**src/rtl/avalon_port_arbiter.sv**
```systemverilog
// Multi-port arbiter onto a single Avalon-MM master with byte-lane alignment
// for stores and lane extraction with sign/zero extension for loads.
module avalon_port_arbiter #(
  parameter int NUM_PORTS = 2,
  parameter int ADDR_W    = 32,
  parameter int RR_MODE   = 0
) (
  input  logic                     clk,
  input  logic                     reset,
  input  logic [NUM_PORTS-1:0]     port_read,
  input  logic [NUM_PORTS-1:0]     port_write,
  input  logic [NUM_PORTS*ADDR_W-1:0] port_address,
  input  logic [NUM_PORTS*32-1:0]  port_writedata,
  input  logic [NUM_PORTS*2-1:0]   port_size,
  input  logic [NUM_PORTS-1:0]     port_signed,
  output logic [NUM_PORTS*32-1:0]  port_readdata,
  output logic [NUM_PORTS-1:0]     port_done,
  output logic [NUM_PORTS-1:0]     port_err,
  output logic [NUM_PORTS-1:0]     port_stall,
  output logic [ADDR_W-1:0]        av_address,
  output logic                     av_read,
  output logic                     av_write,
  output logic [31:0]              av_writedata,
  output logic [3:0]               av_byteenable,
  input  logic                     av_waitrequest,
  input  logic [31:0]              av_readdata
);

  localparam int GW = (NUM_PORTS > 1) ? $clog2(NUM_PORTS) : 1;

  typedef enum logic [1:0] {IDLE, BUS, DONE} state_t;

  state_t          state;
  logic [GW-1:0]   grant;
  logic [GW-1:0]   last_grant;
  logic [1:0]      size_q;
  logic [1:0]      off_q;
  logic            signed_q;
  logic            write_q;

  logic [NUM_PORTS-1:0] req;
  logic [GW-1:0]   pick;
  logic            any_req;

  logic [ADDR_W-1:0] sel_addr;
  logic [31:0]     sel_data;
  logic [1:0]      sel_size;
  logic [1:0]      sel_off;
  logic            sel_rd;
  logic            sel_wr;
  logic            sel_signed;
  logic            sel_bad;
  logic [3:0]      sel_be;
  logic [31:0]     sel_wdata;

  logic [31:0]     lane;
  logic [31:0]     ext;

  assign req        = port_read | port_write;
  assign port_stall = req & ~port_done;

  // Round-robin searches upward from the port after the last grant.
  always_comb begin
    logic [GW-1:0] cand;
    pick    = '0;
    any_req = 1'b0;
    cand    = '0;
    for (int i = 0; i < NUM_PORTS; i++) begin
      if (RR_MODE != 0)
        cand = GW'((int'(last_grant) + 1 + i) % NUM_PORTS);
      else
        cand = GW'(i);
      if (!any_req && req[cand]) begin
        any_req = 1'b1;
        pick    = cand;
      end
    end
  end

  assign sel_addr   = port_address[int'(pick)*ADDR_W +: ADDR_W];
  assign sel_data   = port_writedata[int'(pick)*32 +: 32];
  assign sel_size   = port_size[int'(pick)*2 +: 2];
  assign sel_rd     = port_read[pick];
  assign sel_wr     = port_write[pick];
  assign sel_signed = port_signed[pick];
  assign sel_off    = sel_addr[1:0];

  assign sel_bad = (sel_rd && sel_wr) || (sel_size == 2'b11) ||
                   (sel_size == 2'b01 && sel_off[0]) ||
                   (sel_size == 2'b00 && sel_off != 2'b00);

  // Store lanes are little-endian: byte offset k lands in lane k.
  always_comb begin
    sel_be    = 4'b1111;
    sel_wdata = sel_data;
    if (sel_wr) begin
      case (sel_size)
        2'b01: begin
          sel_be    = sel_off[1] ? 4'b1100 : 4'b0011;
          sel_wdata = sel_data << {sel_off[1], 4'b0000};
        end
        2'b10: begin
          sel_be    = 4'b0001 << sel_off;
          sel_wdata = sel_data << {sel_off, 3'b000};
        end
        default: begin
          sel_be    = 4'b1111;
          sel_wdata = sel_data;
        end
      endcase
    end
  end

  always_comb begin
    lane = av_readdata >> {off_q, 3'b000};
    case (size_q)
      2'b01:   ext = {{16{signed_q & lane[15]}}, lane[15:0]};
      2'b10:   ext = {{24{signed_q & lane[7]}}, lane[7:0]};
      default: ext = av_readdata;
    endcase
  end

  // Rejected requests skip the bus and report done+err one cycle later.
  always_ff @(posedge clk or negedge reset) begin
    if (!reset) begin
      state         <= IDLE;
      grant         <= '0;
      last_grant    <= GW'(NUM_PORTS - 1);
      size_q        <= '0;
      off_q         <= '0;
      signed_q      <= 1'b0;
      write_q       <= 1'b0;
      port_readdata <= '0;
      port_done     <= '0;
      port_err      <= '0;
      av_address    <= '0;
      av_read       <= 1'b0;
      av_write      <= 1'b0;
      av_writedata  <= '0;
      av_byteenable <= '0;
    end else begin
      port_done <= '0;
      port_err  <= '0;
      case (state)
        IDLE: begin
          if (any_req) begin
            grant      <= pick;
            last_grant <= pick;
            size_q     <= sel_size;
            off_q      <= sel_off;
            signed_q   <= sel_signed;
            write_q    <= sel_wr;
            if (sel_bad) begin
              state           <= DONE;
              port_done[pick] <= 1'b1;
              port_err[pick]  <= 1'b1;
            end else begin
              state         <= BUS;
              av_address    <= {sel_addr[ADDR_W-1:2], 2'b00};
              av_read       <= sel_rd;
              av_write      <= sel_wr;
              av_byteenable <= sel_be;
              if (sel_wr)
                av_writedata <= sel_wdata;
            end
          end
        end
        BUS: begin
          if (!av_waitrequest) begin
            state            <= DONE;
            av_read          <= 1'b0;
            av_write         <= 1'b0;
            av_byteenable    <= '0;
            port_done[grant] <= 1'b1;
            if (!write_q)
              port_readdata[int'(grant)*32 +: 32] <= ext;
          end
        end
        DONE: state <= IDLE;
        default: state <= IDLE;
      endcase
    end
  end

endmodule

```
**config.mk**
```make
export PLATFORM = sky130hd
export DESIGN_NAME = avalon_port_arbiter
export DESIGN_NICKNAME = d
export VERILOG_FILES = /design/src/rtl/avalon_port_arbiter.sv
export SDC_FILE = /design/constraint.sdc
export NUM_CORES = 1
export LEC_CHECK = 0
export BUFFER_PORTS_ARGS = -buffer_cell sky130_fd_sc_hd__buf_2
export CORE_ASPECT_RATIO = 1.5
export CORE_MARGIN = 2
export CORE_UTILIZATION = 50
export DETAILED_ROUTE_END_ITERATION = 12
export PLACE_DENSITY_LB_ADDON = 0.2
export SLEW_MARGIN = 30
export SYNTH_ARGS = -nofsm -noshare
export SYNTH_HDL_FRONTEND = slang
export SYNTH_SLANG_ARGS = --single-unit
export TNS_END_PERCENT = 10
```
**constraint.sdc**
```tcl
create_clock -name clk -period 3.4 [get_ports clk]
set_input_delay 0.34 -clock clk [delete_from_list [all_inputs] [get_ports clk]]
set_output_delay 0.34 -clock clk [all_outputs]
set_load 0.05 [all_outputs]
```
==> impl_metrics.ini, run 1 <==
[critical_path]
critPathLaunchType = register
worstPathRequired_ns = 3.65
critPathSlowestCell = sky130_fd_sc_hd__dfrtp_1
worst_setup_path_category = reg -> reg
crit_path_frequent_cell = sky130_fd_sc_hd__mux2i_1
crit_buf_inv = 1
worstPathArrival_ns = 2.60
worst_path_dominant_cell_family = flip-flops
crit_path_max_fanout = 20
worstRegToRegCells = 6
cells_along_the_critical_path = buf_4 > mux2i_1 > mux2i_1 > a31o_2 > nor2_1 > a221oi_1
timing.critical_path.slowest_cell_delay_ns = 0.55
cp-end-kind = register
worst-path-stages = 6

[sta]
final.min_clock_period_ns = 2.346
finalCritPeriodShare = 0.6900
unrepaired_setup_endpoints_after_global_routing = no
final-hold-violation-count = 0
final.setup.tns_ns = 0
report.final.setup_viol = 0
final-max-slew-violation-count = 0
clk_skew_ns = 0.007659
timing.hold.ws_ns = 0.1699
fmax_ghz = 0.4262
slew_headroom = 0.3540
tightestPinTransition_ns = 0.9690

[clock_tree]
root_buffer = sky130_fd_sc_hd__clkbuf_16
clk_latency_ns = 0.42
cts_tree = yes
cts_inserted_buffers = 17
cts_num_sinks = 145
htree_num_levels = 4
ctsLongestPathBuffers = 2
post_cts_resize_count = 0
clkTransAtPathRegs_ns = 0.07
post-cts-setup-buffers = 0
cts_hold_buf = 1

[finish]
layout-drive-gt1-share = 0.3286
register_area_um2 = 3628
antenna_cells_inserted = 0
flow.area_growth_from_synthesis_pct = 28.10
final_cells = 1341
final_nets = 1300
fillCellCount = 1412
multiInputGateArea_um2 = 3860

[synthesis]
netlist_instances = 849
postSynth.topFlopCell = sky130_fd_sc_hd__dfrtp_1
synth_commonest_cells = sky130_fd_sc_hd__nand2_1 (172), sky130_fd_sc_hd__dfrtp_1 (145), sky130_fd_sc_hd__o21ai_0 (105)
sequential_fraction_of_the_synthesis_area = 0.4625
yosys.area.top_type_share = 0.4625
ys_types = 68
synth_seq_cells = 145
synthTopCellsByArea = sky130_fd_sc_hd__dfrtp_1 (46%), sky130_fd_sc_hd__nand2_1 (8.2%), sky130_fd_sc_hd__mux2i_1 (7.8%), sky130_fd_sc_hd__o21ai_0 (6.7%), sky130_fd_sc_hd__a22oi_1 (2.1%)
mappedNetlistArea_um2 = 7845
count_of_flip_flops_with_a_built_in_enable_after_synthesis = 0
post_synth.cell_area_avg_um2 = 9.240
yosysTopAreaCell = sky130_fd_sc_hd__dfrtp_1
synthesis.yosys.warnings = 0
synth_async_sr_flop_share = 1.000
count_leader_synth = sky130_fd_sc_hd__nand2_1

[status]
run_status = complete, no violations

[global_route]
via_count_of_the_first_global_routing_pass = 7223
maximum_number_of_pins_on_one_net_before_global_route_repair = 76
grt-ovfl-total = 0
global_route_wire_length_before_repair_um = 36980
grt_util_all_layers = 0.2843
antenna_found_initial = 0

[pwr]
p_leak_nw = 5.173
power.ir.vdd_worst_uv = 575.7
cellPowerDensity_nw_per_um2 = 987.6
finalPower_w = 0.009925

[flow_run]
drv.max_cap_violation_count = 0

[route]
ant_nets = 0
firstDrtPassIters = 7
drtIter0Drc = 471
routed_wire_length_per_instance_um = 18.13
remaining_routing_drc_violations = 0
route.detailed.vias_per_inst = 5.801
vias_after_detailed_routing = 7779
wl_um = 24310

[hold_path]
hold_depth = 3
holdCritPathClass = in -> reg

[floorplan]
ioPinCount = 313
core-area_um2 = 15480
die_area_um2 = 16730
std_cell_rows = 56
starting_density_of_the_core = 0.5066
die_y_um = 157.4
die_x_um = 106.3

[placed_design]
gp_routability_congestion = 0.9407
dpl.hpwl_um = 18320
port_buffers = 310
placed_cells = 1308
state kept, by name, indices dropped and copies added (netlist names), 2 cells and up:
| name | flops |
|---|---|
| state | 2 |
| port_done | 2 |
| av_writedata | 32 |
| size_q | 2 |
| port_err | 2 |
| off_q | 2 |
| port_readdata | 64 |
| av_byteenable | 4 |
| av_address | 30 |
power by group:
part	total [W]	leakage (nW)	switching [W]	internal [W]
Sequential	0.00286	1.84	0.000444	0.00242
Combinational	0.00527	3.07	0.00396	0.00131
Clock	0.00179	0.267	0.000808	0.000980
placed cells by master, fill, tap and decap left out, types with 17 or more instances in the layout:
cell,synthesis,layout
sky130_fd_sc_hd__a22oi_1,22,22
sky130_fd_sc_hd__dfrtp_1,145,145
sky130_fd_sc_hd__nor2b_1,20,19
sky130_fd_sc_hd__nand2_1,172,172
sky130_fd_sc_hd__nor2_1,33,33
sky130_fd_sc_hd__mux2i_1,61,61
sky130_fd_sc_hd__o21ai_0,105,105
sky130_fd_sc_hd__buf_2,20,309
sky130_fd_sc_hd__nand3_1,21,21
sky130_fd_sc_hd__clkbuf_16,0,17
kinds of logic after synthesis:
kind of cell    Yosys count  synth area share
simple gates            291            0.1697
compound gates          267            0.2340
flops                   145            0.4625
buf+inv                  77           0.04625
mux                      62           0.07927
fa+ha+maj                 3          0.004465
xor+xnor                  3          0.003350
other cells               1         0.0004780
through the flow:
stage	instance area, um^2	utilization	setup WS [ns]
CTS	10050	0.6488	1.042
global route	10050	0.6490	0.8463
global placement	9474	0.6118	0.8835
floorplan	7849	-	1.476
detailed placement	9474	0.6118	0.8144
finish	10050	0.6490	1.054
layer usage:
| layer | routed length, um | part of all wire | vias to the layer above | global-route usage |
|---|---|---|---|---|
| met5 | 0 | 0 | - | 0 |
| met4 | 998 | 0.041 | 0 | 0.1360 |
| met3 | 1698 | 0.070 | 75 | 0.05383 |
| met2 | 12630 | 0.52 | 388 | 0.4948 |
| met1 | 8986 | 0.37 | 3677 | 0.3367 |
| li1 | - | - | 3639 | - |
worst reg2reg max path: stages, from the launching register on:
cell	delay (ns)
sky130_fd_sc_hd__dfrtp_1	0.55
sky130_fd_sc_hd__buf_4	0.33
sky130_fd_sc_hd__mux2i_1	0.23
sky130_fd_sc_hd__mux2i_1	0.13
sky130_fd_sc_hd__a31o_2	0.31
sky130_fd_sc_hd__nor2_1	0.46
sky130_fd_sc_hd__a221oi_1	0.17
worst paths after layout:
| check | slack (ns) | start | to |
|---|---|---|---|
| max | 1.05 | off_q[1] | port_readdata[8] |
| min | 0.17 | port_signed[1] | signed_q |
| max reg2reg | 1.05 | off_q[1] | port_readdata[8] |
| min reg2reg | 0.47 | av_address[19] | av_address[19] |
| max in group asynchronous | 2.06 | reset | off_q[0] |
| min in group asynchronous | 0.51 | reset | port_readdata[38] |
area by class of cell:
cell class	count	area share
Timing Repair Buffer	326	0.1709
Sequential cell	145	0.3611
Clock buffer	19	0.04407
Inverter	7	0.002615
Tap cell	203	0.02527
Multi-Input combinational cell	628	0.3841
Clock inverter	13	0.01195
Power figures use the tool's default switching activity.
==> run 2: changes to the inputs <==
--- a/config.mk
+++ b/config.mk
@@ -8,7 +8,7 @@
 export BUFFER_PORTS_ARGS = -buffer_cell sky130_fd_sc_hd__buf_2
 export CORE_ASPECT_RATIO = 1.5
 export CORE_MARGIN = 2
-export CORE_UTILIZATION = 50
+export CORE_UTILIZATION = 45
 export DETAILED_ROUTE_END_ITERATION = 12
 export PLACE_DENSITY_LB_ADDON = 0.2
 export SLEW_MARGIN = 30
==> constraint.sdc (replaced) <==
create_clock -name clk -period 2 [get_ports clk]
set_input_delay 0.2 -clock clk [delete_from_list [all_inputs] [get_ports clk]]
set_output_delay 0.2 -clock clk [all_outputs]
set_load 0.05 [all_outputs]
==> impl_metrics.ini, run 2 (synthesis results as in run 1) <==
[global_route]
maximum_number_of_pins_on_one_net_before_global_route_repair = 54
via_count_of_the_first_global_routing_pass = 7528
grt_util_all_layers = 0.2744
grt-ovfl-total = 0
antenna_found_initial = 0
global_route_wire_length_before_repair_um = 40280

[pwr]
p_int_w = 0.008173
cellPowerDensity_nw_per_um2 = 1633
combPwrFrac = 0.539
seqPwrFrac = 0.281
net-switching-power_w = 0.008952
switching_share = 0.5227
clock_power_share = 0.180
p_leak_nw = 5.424
power.ir.vdd_worst_uv = 1061

[critical_path]
r2r_start = off_q[1]
worstRegToRegCells = 5
critPathLaunchType = register
worstPathRequired_ns = 2.29
cells_along_the_critical_path = mux2i_1 > o22ai_1 > a22o_2 > a22oi_1 > o21ai_0
worstPathArrival_ns = 2.04
regToRegSetupSlack_ns = 0.25
crit_buf_inv = 0
worst_path_dominant_cell_family = compound AO/OA/AOI/OAI gates
r2r_end = port_readdata[22]
critPathSlowestCell = sky130_fd_sc_hd__dfrtp_1
worst-path-stages = 5
timing.critical_path.slowest_cell_delay_ns = 0.42
cp-end-kind = register
worst_setup_path_category = reg -> reg
crit_path_max_fanout = 16

[clock_tree]
clk_latency_ns = 0.42
cts_inserted_buffers = 17
cts_tree = yes
ctsLongestPathBuffers = 2
htree_num_levels = 4
cts_num_sinks = 145
post-cts-setup-buffers = 0
root_buffer = sky130_fd_sc_hd__clkbuf_16
clkTransAtPathRegs_ns = 0.07

[finish]
largest_registers = port_readdata (64), av_writedata (32), av_address (30)
final_cell_mix = sky130_fd_sc_hd__buf_2 (309), sky130_fd_sc_hd__nand2_1 (172), sky130_fd_sc_hd__dfrtp_1 (145), sky130_fd_sc_hd__o21ai_0 (105), sky130_fd_sc_hd__mux2i_1 (61)
largest_register_ffs = 64
top_register = port_readdata
antenna_cells_inserted = 0
multiInputGateArea_um2 = 3871
final_nets = 1345
register_area_um2 = 3628
fillCellCount = 1588
layout.core_utilization = 0.6099
layout-drive-gt1-share = 0.3584
final_common_cell = sky130_fd_sc_hd__buf_2
flow.area_growth_from_synthesis_pct = 33.72

[floorplan]
ioPinCount = 313
core-area_um2 = 17200
die_area_um2 = 18530
std_cell_rows = 59
starting_density_of_the_core = 0.4561
die_y_um = 165.7
die_x_um = 111.8

[sta]
tightestPinTransition_ns = 0.4976
final.min_clock_period_ns = 1.748
final-hold-violation-count = 0
final-max-slew-violation-count = 0
finalCritPeriodShare = 0.8739
report.final.setup_viol = 0
clk_skew_ns = 0.008845
final.setup.tns_ns = 0
fmax_ghz = 0.5721
slew_headroom = 0.6652
unrepaired_setup_endpoints_after_global_routing = no

[route]
routed_wire_length_per_instance_um = 18.71
drtIter0Drc = 612
wl_um = 26110
vias_after_detailed_routing = 7766
firstDrtPassIters = 5
route.detailed.vias_per_inst = 5.563
remaining_routing_drc_violations = 0
ant_nets = 0

[hold_path]
hold_path.startpoint = port_address[46]
whs_endpoint = av_address[14]
holdCritPathClass = in -> reg
hold_depth = 3

[flow_run]
drv.max_cap_violation_count = 0

[status]
run_status = complete, no violations

[placed_design]
port_buffers = 310
dpl.hpwl_um = 20190
gp_routability_congestion = 0.9776
## run 2: changes by cell type in the layout (fill, tap and decap cells not counted), sizes merged
cell,before,now
buf,325,370
clkbuf,19,17
inv,14,17
clkinv,3,2
## run 2: worst max path at each step
stage | slack [ns] | from | to
after detailed placement | 0.02 | port_write[0] | av_writedata[17]
after global placement | 0.06 | port_write[0] | av_writedata[22]
after floorplan | 0.23 | port_write[1] | av_writedata[18]
after CTS | 0.06 | size_q[0] | port_readdata[3]
final | 0.25 | off_q[1] | port_readdata[22]
after global routing | 0.10 | off_q[1] | port_readdata[19]
## run 2: layer usage
layer	wire length (um)	vias to the layer above	track usage
li1	-	3741	-
met1	10090	3625	0.3291
met2	13470	346	0.4814
met3	1653	54	0.05525
met4	896	0	0.1063
met5	0	-	0
## run 2: worst reg2reg max path: stages, from the launching register on
cell	delay, ns
sky130_fd_sc_hd__dfrtp_1	0.42
sky130_fd_sc_hd__mux2i_1	0.24
sky130_fd_sc_hd__o22ai_1	0.12
sky130_fd_sc_hd__a22o_2	0.38
sky130_fd_sc_hd__a22oi_1	0.33
sky130_fd_sc_hd__o21ai_0	0.14
## run 2: per-stage QoR
step           setup WS [ns]  cells  power, W  hold WS, ns  cell area (um^2)
4_1_cts              0.06486   1396   0.01721      0.04716             10480
3_3_place_gp         0.05533   1363   0.01396       0.1900              9907
2_1_floorplan         0.2314    850   0.01149     -0.09559              7849
5_1_grt               0.1016   1396   0.01803      0.06193             10490
3_5_place_dp         0.01801   1363   0.01409       0.1935              9907
6_report              0.2521   1396   0.01713      0.06810             10490
## run 2: power groups by stage
stage          Clock (W)  Sequential [W]  Combinational (W)
4_1_cts          0.00315         0.00482            0.00925
3_3_place_gp           0         0.00484            0.00912
5_1_grt          0.00328         0.00495            0.00980
2_1_floorplan          0         0.00859            0.00290
3_5_place_dp           0         0.00486            0.00923
6_report         0.00308         0.00482            0.00923
## run 2: layout make-up
type / instances / area share
multi-input cells: 628 / 0.3690
flip-flops and latches: 145 / 0.3459
repair buffers: 371 / 0.2031
clock buffers: 17 / 0.04055
well taps: 213 / 0.02541
clock inverters: 15 / 0.01348
inverters: 7 / 0.002505
## run 2: repair_timing
| action | in CTS | in global routing |
|---|---|---|
| setup endpoints to repair | 0 | 22 |
| endpoints found under the hold margin | 48 | 0 |
| hold buffers | 1 | 0 |
| gates resized for setup | 0 | 3 |
